==> src/rtl/mux_arb_pkg.sv <==
// Shared constants and helpers for the two-requester round-robin mux arbiter.
package mux_arb_pkg;

  typedef logic src_t;

  localparam src_t SRC_0 = 1'b0;
  localparam src_t SRC_1 = 1'b1;

  // Width of a counter that must hold values 0..burst inclusive.
  function automatic int cnt_width(input int burst);
    return (burst < 1) ? 1 : $clog2(burst + 1);
  endfunction

endpackage

==> src/rtl/mux_2to1_bus.sv <==
// WIDTH-bit combinational 2:1 multiplexer.
module mux_2to1_bus #(
  parameter int WIDTH = 8
) (
  input  logic [WIDTH-1:0] i_din_0,
  input  logic [WIDTH-1:0] i_din_1,
  input  logic             i_sel,
  output logic [WIDTH-1:0] o_out
);

  assign o_out = i_sel ? i_din_1 : i_din_0;

endmodule

==> src/rtl/mux_arb_2to1.sv <==
// Two-requester bounded-burst round-robin arbiter steering a shared 2:1 mux
// into a single registered valid/ready output stage.
module mux_arb_2to1
  import mux_arb_pkg::*;
#(
  parameter int WIDTH = 8,
  parameter int BURST = 4
) (
  input  logic             clk,
  input  logic             rst_n,
  input  logic             req_0,
  input  logic [WIDTH-1:0] din_0,
  output logic             gnt_0,
  input  logic             req_1,
  input  logic [WIDTH-1:0] din_1,
  output logic             gnt_1,
  output logic             out_valid,
  input  logic             out_ready,
  output logic [WIDTH-1:0] mux_out,
  output logic             out_src,
  output logic             sel
);

  localparam int            CW      = cnt_width(BURST);
  localparam logic [CW-1:0] BURST_C = CW'(BURST);
  localparam logic [CW-1:0] ONE_C   = CW'(1);

  // Handshakes: a requester's word is taken when req_x & gnt_x are high in the
  // same cycle; the output word moves when out_valid & out_ready are high.
  // gnt depends combinationally on out_ready so a draining consumer can be
  // refilled in the same cycle.

  logic             r_owner;
  logic [CW-1:0]    r_cnt;
  logic             r_out_valid;
  logic [WIDTH-1:0] r_mux_out;
  logic             r_out_src;

  logic             w_can_load;
  logic             w_prio;
  logic             w_sel;
  logic             w_gnt_0;
  logic             w_gnt_1;
  logic             w_any_gnt;
  logic [WIDTH-1:0] w_mux_d;

  // Gating with rst_n keeps grants off while reset is asserted.
  assign w_can_load = rst_n & (~r_out_valid | out_ready);
  assign w_prio     = ((r_cnt == '0) || (r_cnt == BURST_C)) ? ~r_owner : r_owner;

  always_comb begin
    w_sel = w_prio;
    if (req_0 && !req_1) begin
      w_sel = SRC_0;
    end else if (req_1 && !req_0) begin
      w_sel = SRC_1;
    end
  end

  assign w_gnt_0   = w_can_load & req_0 & (w_sel == SRC_0);
  assign w_gnt_1   = w_can_load & req_1 & (w_sel == SRC_1);
  assign w_any_gnt = w_gnt_0 | w_gnt_1;

  mux_2to1_bus #(
    .WIDTH (WIDTH)
  ) u_mux (
    .i_din_0 (din_0),
    .i_din_1 (din_1),
    .i_sel   (w_sel),
    .o_out   (w_mux_d)
  );

  always_ff @(posedge clk or negedge rst_n) begin
    if (!rst_n) begin
      r_owner     <= SRC_1;
      r_cnt       <= '0;
      r_out_valid <= 1'b0;
      r_mux_out   <= '0;
      r_out_src   <= SRC_0;
    end else if (w_can_load) begin
      if (w_any_gnt) begin
        r_mux_out   <= w_mux_d;
        r_out_src   <= w_sel;
        r_out_valid <= 1'b1;
        if (w_sel == r_owner) begin
          r_cnt <= (r_cnt == BURST_C) ? BURST_C : r_cnt + ONE_C;
        end else begin
          r_owner <= w_sel;
          r_cnt   <= ONE_C;
        end
      end else begin
        // An idle loadable cycle empties the output and ends the burst.
        r_out_valid <= 1'b0;
        r_cnt       <= '0;
      end
    end
  end

  assign gnt_0     = w_gnt_0;
  assign gnt_1     = w_gnt_1;
  assign sel       = w_sel;
  assign out_valid = r_out_valid;
  assign mux_out   = r_mux_out;
  assign out_src   = r_out_src;

endmodule

==> config.mk <==
export PLATFORM = sky130hd
export DESIGN_NAME = mux_arb_2to1
export DESIGN_NICKNAME = d
export VERILOG_FILES = /design/src/rtl/mux_arb_pkg.sv /design/src/rtl/mux_2to1_bus.sv /design/src/rtl/mux_arb_2to1.sv
export SDC_FILE = /design/constraint.sdc
export NUM_CORES = 1
export LEC_CHECK = 0
export CAP_MARGIN = 20
export CORE_MARGIN = 2
export CORE_UTILIZATION = 35
export DETAILED_ROUTE_END_ITERATION = 7
export PLACE_DENSITY = 0.72
export SYNTH_ARGS = -nofsm -noshare
export SYNTH_HDL_FRONTEND = slang
export SYNTH_SLANG_ARGS = --single-unit
==> constraint.sdc <==
create_clock -name clk -period 2.04 [get_ports clk]
set_input_delay 0.408 -clock clk [delete_from_list [all_inputs] [get_ports clk]]
set_output_delay 0.408 -clock clk [all_outputs]
set_load 0.005 [all_outputs]
# [Word-level counts from Yosys, hierarchy flattened]
# Cells that the tools add are included.
[totals] out_inout_bits=13 regBits=14 wordCells=35 in_bits=21
[op_classes] reduce_logical=8 bitwise=11 eq_ne=2 add_sub_neg=1 n_mux=8
[op_table] cell="$mux W3" n=3
[op_table] cell="$mux W8" n=1
[op_table] cell="$and A1 B1 Y1" n=5
[op_table] cell="$mux W1" n=4
[op_table] cell="$not A1 Y1" n=4
[op_table] cell="$add A3 B1 Y3 const B" n=1
[op_table] cell="$eq A3 B3 Y1 const B" n=1
[op_table] cell="$logic_not A3 Y1" n=1
[op_table] cell="$reduce_and A3 Y1" n=1
[op_table] cell="$logic_and A1 B1 Y1" n=2
[op_table] cell="$logic_not A1 Y1" n=2
[op_table] cell="$or A1 B1 Y1" n=2
[op_table] cell="$reduce_and A2 Y1" n=1
[op_table] cell="$eq A1 B1 Y1" n=1
[op_table] cell="$logic_or A1 B1 Y1" n=1

# [Longest topological paths before layout]
[depth] word_depth=9 depth_mapped=8 ltp_nobuf=6

# [Hierarchy]
# Synthesis repeated with hierarchy kept, for this count alone.
[unflattened] cells_unflattened=72 area_unflattened_um2=885.8
[modules_own_cells] module="mux_arb_2to1" instances=1 seq_area_each_um2=351.6 area_each_um2=754.5 cells_per_inst=63
[modules_own_cells] module="mux_2to1_bus" instances=1 seq_area_each_um2=0.0 area_each_um2=131.4 cells_per_inst=9

# [Least setup slack after synthesis]
# No wires, ideal clock.
[synth_timing] path_kind="register -> output" startpoint="register r_cnt[0]" endpoint="output gnt_1" stages_incl_launch_ff=8 t_arrival_ps=1337 path_buffers=2 required_time_ps=1632 slack_ps=295 path_cell_list="dfrtp_1 -> inv_1 -> ha_1 -> buf_2 -> xor2_1 -> a21oi_2 -> buf_6 -> nor3_4"
[synth_via] elab_chain_len=6 elab_cells_between_ends=7 cone_classes="1 x eq/ne; 3 x mux; 1 x bitwise; 2 x reduce/logical"
[synth_lines] element="from (decl)" line_no="mux_arb_2to1.sv:34" rtl="logic [CW-1:0] r_cnt;"
[synth_lines] element="from (signal assigned)" line_no="mux_arb_2to1.sv:86" rtl="r_cnt <= (r_cnt == BURST_C) ? BURST_C : r_cnt + ONE_C;"
[synth_lines] element="$eq A3 B3 Y1 / $logic_not A3 Y1 (equally long branches)" line_no="mux_arb_2to1.sv:49" rtl="assign w_prio = ((r_cnt == '0) || (r_cnt == BURST_C)) ? ~r_owner : r_owner;"
[synth_lines] element="$logic_or A1 B1 Y1 (*)" line_no="mux_arb_2to1.sv:49"
[synth_lines] element="$mux W1 (*)" line_no="mux_arb_2to1.sv:49"
[synth_lines] element="$mux W1 (*)" line_no="mux_arb_2to1.sv:55" rtl="end else if (req_1 && !req_0) begin"
[synth_lines] element="$mux W1 (*)" line_no="mux_arb_2to1.sv:53" rtl="if (req_0 && !req_1) begin"
[synth_lines] element="$and A1 B1 Y1 (*)" line_no="mux_arb_2to1.sv:61" rtl="assign w_gnt_1 = w_can_load & req_1 & (w_sel == SRC_1);"
[synth_lines] element="to (decl)" line_no="mux_arb_2to1.sv:16" rtl="output logic gnt_1,"
# Every way passes the cells marked *; elsewhere a longest branch is shown, timed or not.

# [Worst setup path after layout]
[layout_timing] startpoint="input req_1" endpoint="output gnt_1"
[layout_via] elab_chain_len=4 elab_cells_between_ends=7 cone_classes="2 x mux; 2 x bitwise; 3 x reduce/logical"
[layout_lines] element="from (decl)" line_no="mux_arb_2to1.sv:14" rtl="input logic req_1,"
[layout_lines] element="$logic_and A1 B1 Y1 / $logic_not A1 Y1 (equally long branches)" line_no="mux_arb_2to1.sv:55, mux_arb_2to1.sv:53"
[layout_lines] element="$mux W1 / $logic_and A1 B1 Y1 (equally long branches)" line_no="mux_arb_2to1.sv:55, mux_arb_2to1.sv:53"
[layout_lines] element="$mux W1" line_no="mux_arb_2to1.sv:53"
[layout_lines] element="$and A1 B1 Y1 (*)" line_no="mux_arb_2to1.sv:61"
# Marks and branches as above.

==> out/results.ini <==
[status]
outcome=complete, no violations

[setup_path]
crit_type=in -> out
path_buf_inv=3
crit_path_start=req_1
cp_top_family=buffers and inverters
slowest_delay_ps=500
critPathRequiredTime_ps=1630
crit_fanout=3
r2r_cells=8
crit_arrival_ps=1590
rr_startpoint=r_cnt[0]
crit_end=gnt_1
crit_cells=6
cpMaxStageDelayCell=clkdlybuf4s50_1
startpoint_type=input port
r2r-end=mux_out[6]
critical_path.cell_chain=clkdlybuf4s50_1 > nor2b_1 > a21oi_4 > buf_6 > nor3_4 > buf_2
crit_path_end_kind=output port
r2r_slack_ps=330

[synth]
yosys_register_bits=14
async_reset_ff_share_pct=100
syn_nets=105
ys.flop_type=dfrtp_1
yosysWarnings=0
synth-edff-count=0
synth_area_leaders=dfrtp_1 42%, mux2i_1 10%, nand2_1 7.8%
syn_area_um2=774
ys_seq_area_share_pct=45.4
synth_top_area_share_pct=42.0
synthCells=82
yosysTopAreaCell=dfrtp_1
avgSynthCellArea_um2=9.45
synth_cell_types=28

[worst_hold_path]
hold_depth=1
hp-class=reg -> reg

[pwr]
leakagePower_nw=0.612
peakVddDrop_mv=0.708
power.total_w=0.00160
powerDensity_mw_per_mm2=1220

[sta]
hold_ws_ps=486
fmaxAchievable_mhz=501
final-hold-violation-count=0
skew_ps=5.49
worst_slew_pin_slew_ps=241
fin_crit_sh_pct=97.8
setup_tns_ps=0
rsz0062_at_grt=yes
drv_slew=0
setup_viol=0
period_needed_ps=2000
max_slew_margin_pct=83.9

[global_route]
grt_max_degree=16
grt_overflow=0
antenna_found_initial=0
grtUsageTotal_pct=17.3
grt_pass1_wl_um=3390
first_global_vias=809

[detailed_routing]
ant_nets=0
dr.pass1.iters=4
drtIter0Drc=7
drc_errors=0
vias=762
wl_per_cell_um=12.5
totalWireLength_um=2010
drt-vias-per-instance=4.73

[placed_design]
io_buffers=33
dp_cells=153
dp_hpwl_um=1480
gp_congestion=0.780

[die]
die-area_mm2=0.00261
coreArea_mm2=0.00215
die_y_um=51.0
rows=17
die_w_um=51.0
initial_utilization_pct=36.1
pin_count=34

[clock_tree]
cts_root_buf=clkbuf_4
cts_inserted_buffers=3
clk_latency_ps=280
cts_hold_buffers=0
h-tree-depth=1
numClockSinks=14
clkTransAtPathRegs_ps=80
cts_max_path_buffers=2
cts_tree=built

[final_layout]
postLayoutCoreUtil_pct=61.2
nets=157
fill_cells=196
drive_above_1_share_pct=23.3
antennaDiodeCount=0
area_delta_synth_final_pct=69.8
fin_cells=161

[flow_run]
cap_violations=0

-- sequential cells by signal (all words and copies together), names as in the netlist --
name and cells:
mux_out 8, r_cnt 3, out_src 1, out_valid 1, r_owner 1
-- power by group --
| group | internal (W) | switching [W] |
|---|---|---|
| logic | 0.000572 | 0.000393 |
| registers | 0.000393 | 0.0000801 |
| clock network | 0.0000758 | 0.0000882 |
-- worst min-delay path by stage --
stage	startpoint	to	slack (ps)
4_1_cts	out_src	out_src	490
6_report	out_src	out_src	490
5_1_grt	out_src	out_src	530
3_3_place_gp	out_src	out_src	460
2_1_floorplan	rst_n	mux_out[0]	110
3_5_place_dp	out_src	out_src	470
-- cells in the final DEF, fill, tap and decap left out, types with 3 or more instances in the layout --
cell type / n
clkdlybuf4s50_1: 30
clkbuf_4: 3
a21oi_1: 3
inv_1: 4
mux2i_1: 8
o21ai_1: 8
dfrtp_1: 13
buf_4: 17
nand2_1: 16
-- cell usage after synthesis, types with 2 or more instances --
library cell  number
o211ai_1           2
o21ai_1            8
o21ai_0            2
dfrtp_1           13
nand2_1           16
nor2_1             2
a21oi_1            3
nand2b_1           2
buf_2              2
inv_1              6
mux2i_1            8
ha_1               2
-- cell families (layout without fill, tap and decap cells) --
family | count (synthesis) | count (layout) | share of synthesized area, %
AND/OR/NAND/NOR | 24 | 24 | 14.9
AO/OA/AOI/OAI | 23 | 23 | 18.9
flip-flops | 14 | 14 | 45.4
buffers and inverters | 10 | 61 | 6.14
multiplexers | 8 | 8 | 10.3
adder cells (fa/ha/maj) | 2 | 2 | 3.23
XOR/XNOR | 1 | 1 | 1.13
-- through the flow --
stage,instance area (µm²),setup slack (ps)
global route,1320,-63.9
CTS,1270,24.1
floorplan,774,295
finish,1320,44.7
detailed placement,1220,-212
global placement,1220,-208
-- metal layers --
metal	GRT usage [%]	part of all wire, %
met3	3.80	6.4
met5	0	0
met2	31.0	51
met1	19.4	41
met4	7.66	1.5
-- worst reg2reg max path, delay by kind of cell (launching register included) --
kind,cells,cell delay (ps)
AOI/OAI and AO/OA,2,260
buffers and inverters,3,380
muxes,1,240
DFF,1,380
xor gates and xnor gates,1,160
adders and majority gates,1,180
-- area by class of cell --
| cell class | instances | area [µm²] | area share, % |
|---|---|---|---|
| Inverter | 6 | 22.5 | 1.71 |
| Clock buffer | 4 | 26.3 | 2.00 |
| Timing Repair Buffer | 51 | 458 | 34.8 |
| Tap cell | 28 | 35.0 | 2.66 |
| Sequential cell | 14 | 352 | 26.7 |
| Multi-Input combinational cell | 58 | 422 | 32.1 |
-- repair_timing --
| item | 4_1_cts | 5_1_grt |
|---|---|---|
| setup endpoints to repair | 3 | 2 |
| pin swaps | 3 | 4 |
| buffers inserted | 1 | 3 |
| resized for setup | 12 | 5 |
Power figures use the tool's default switching activity.
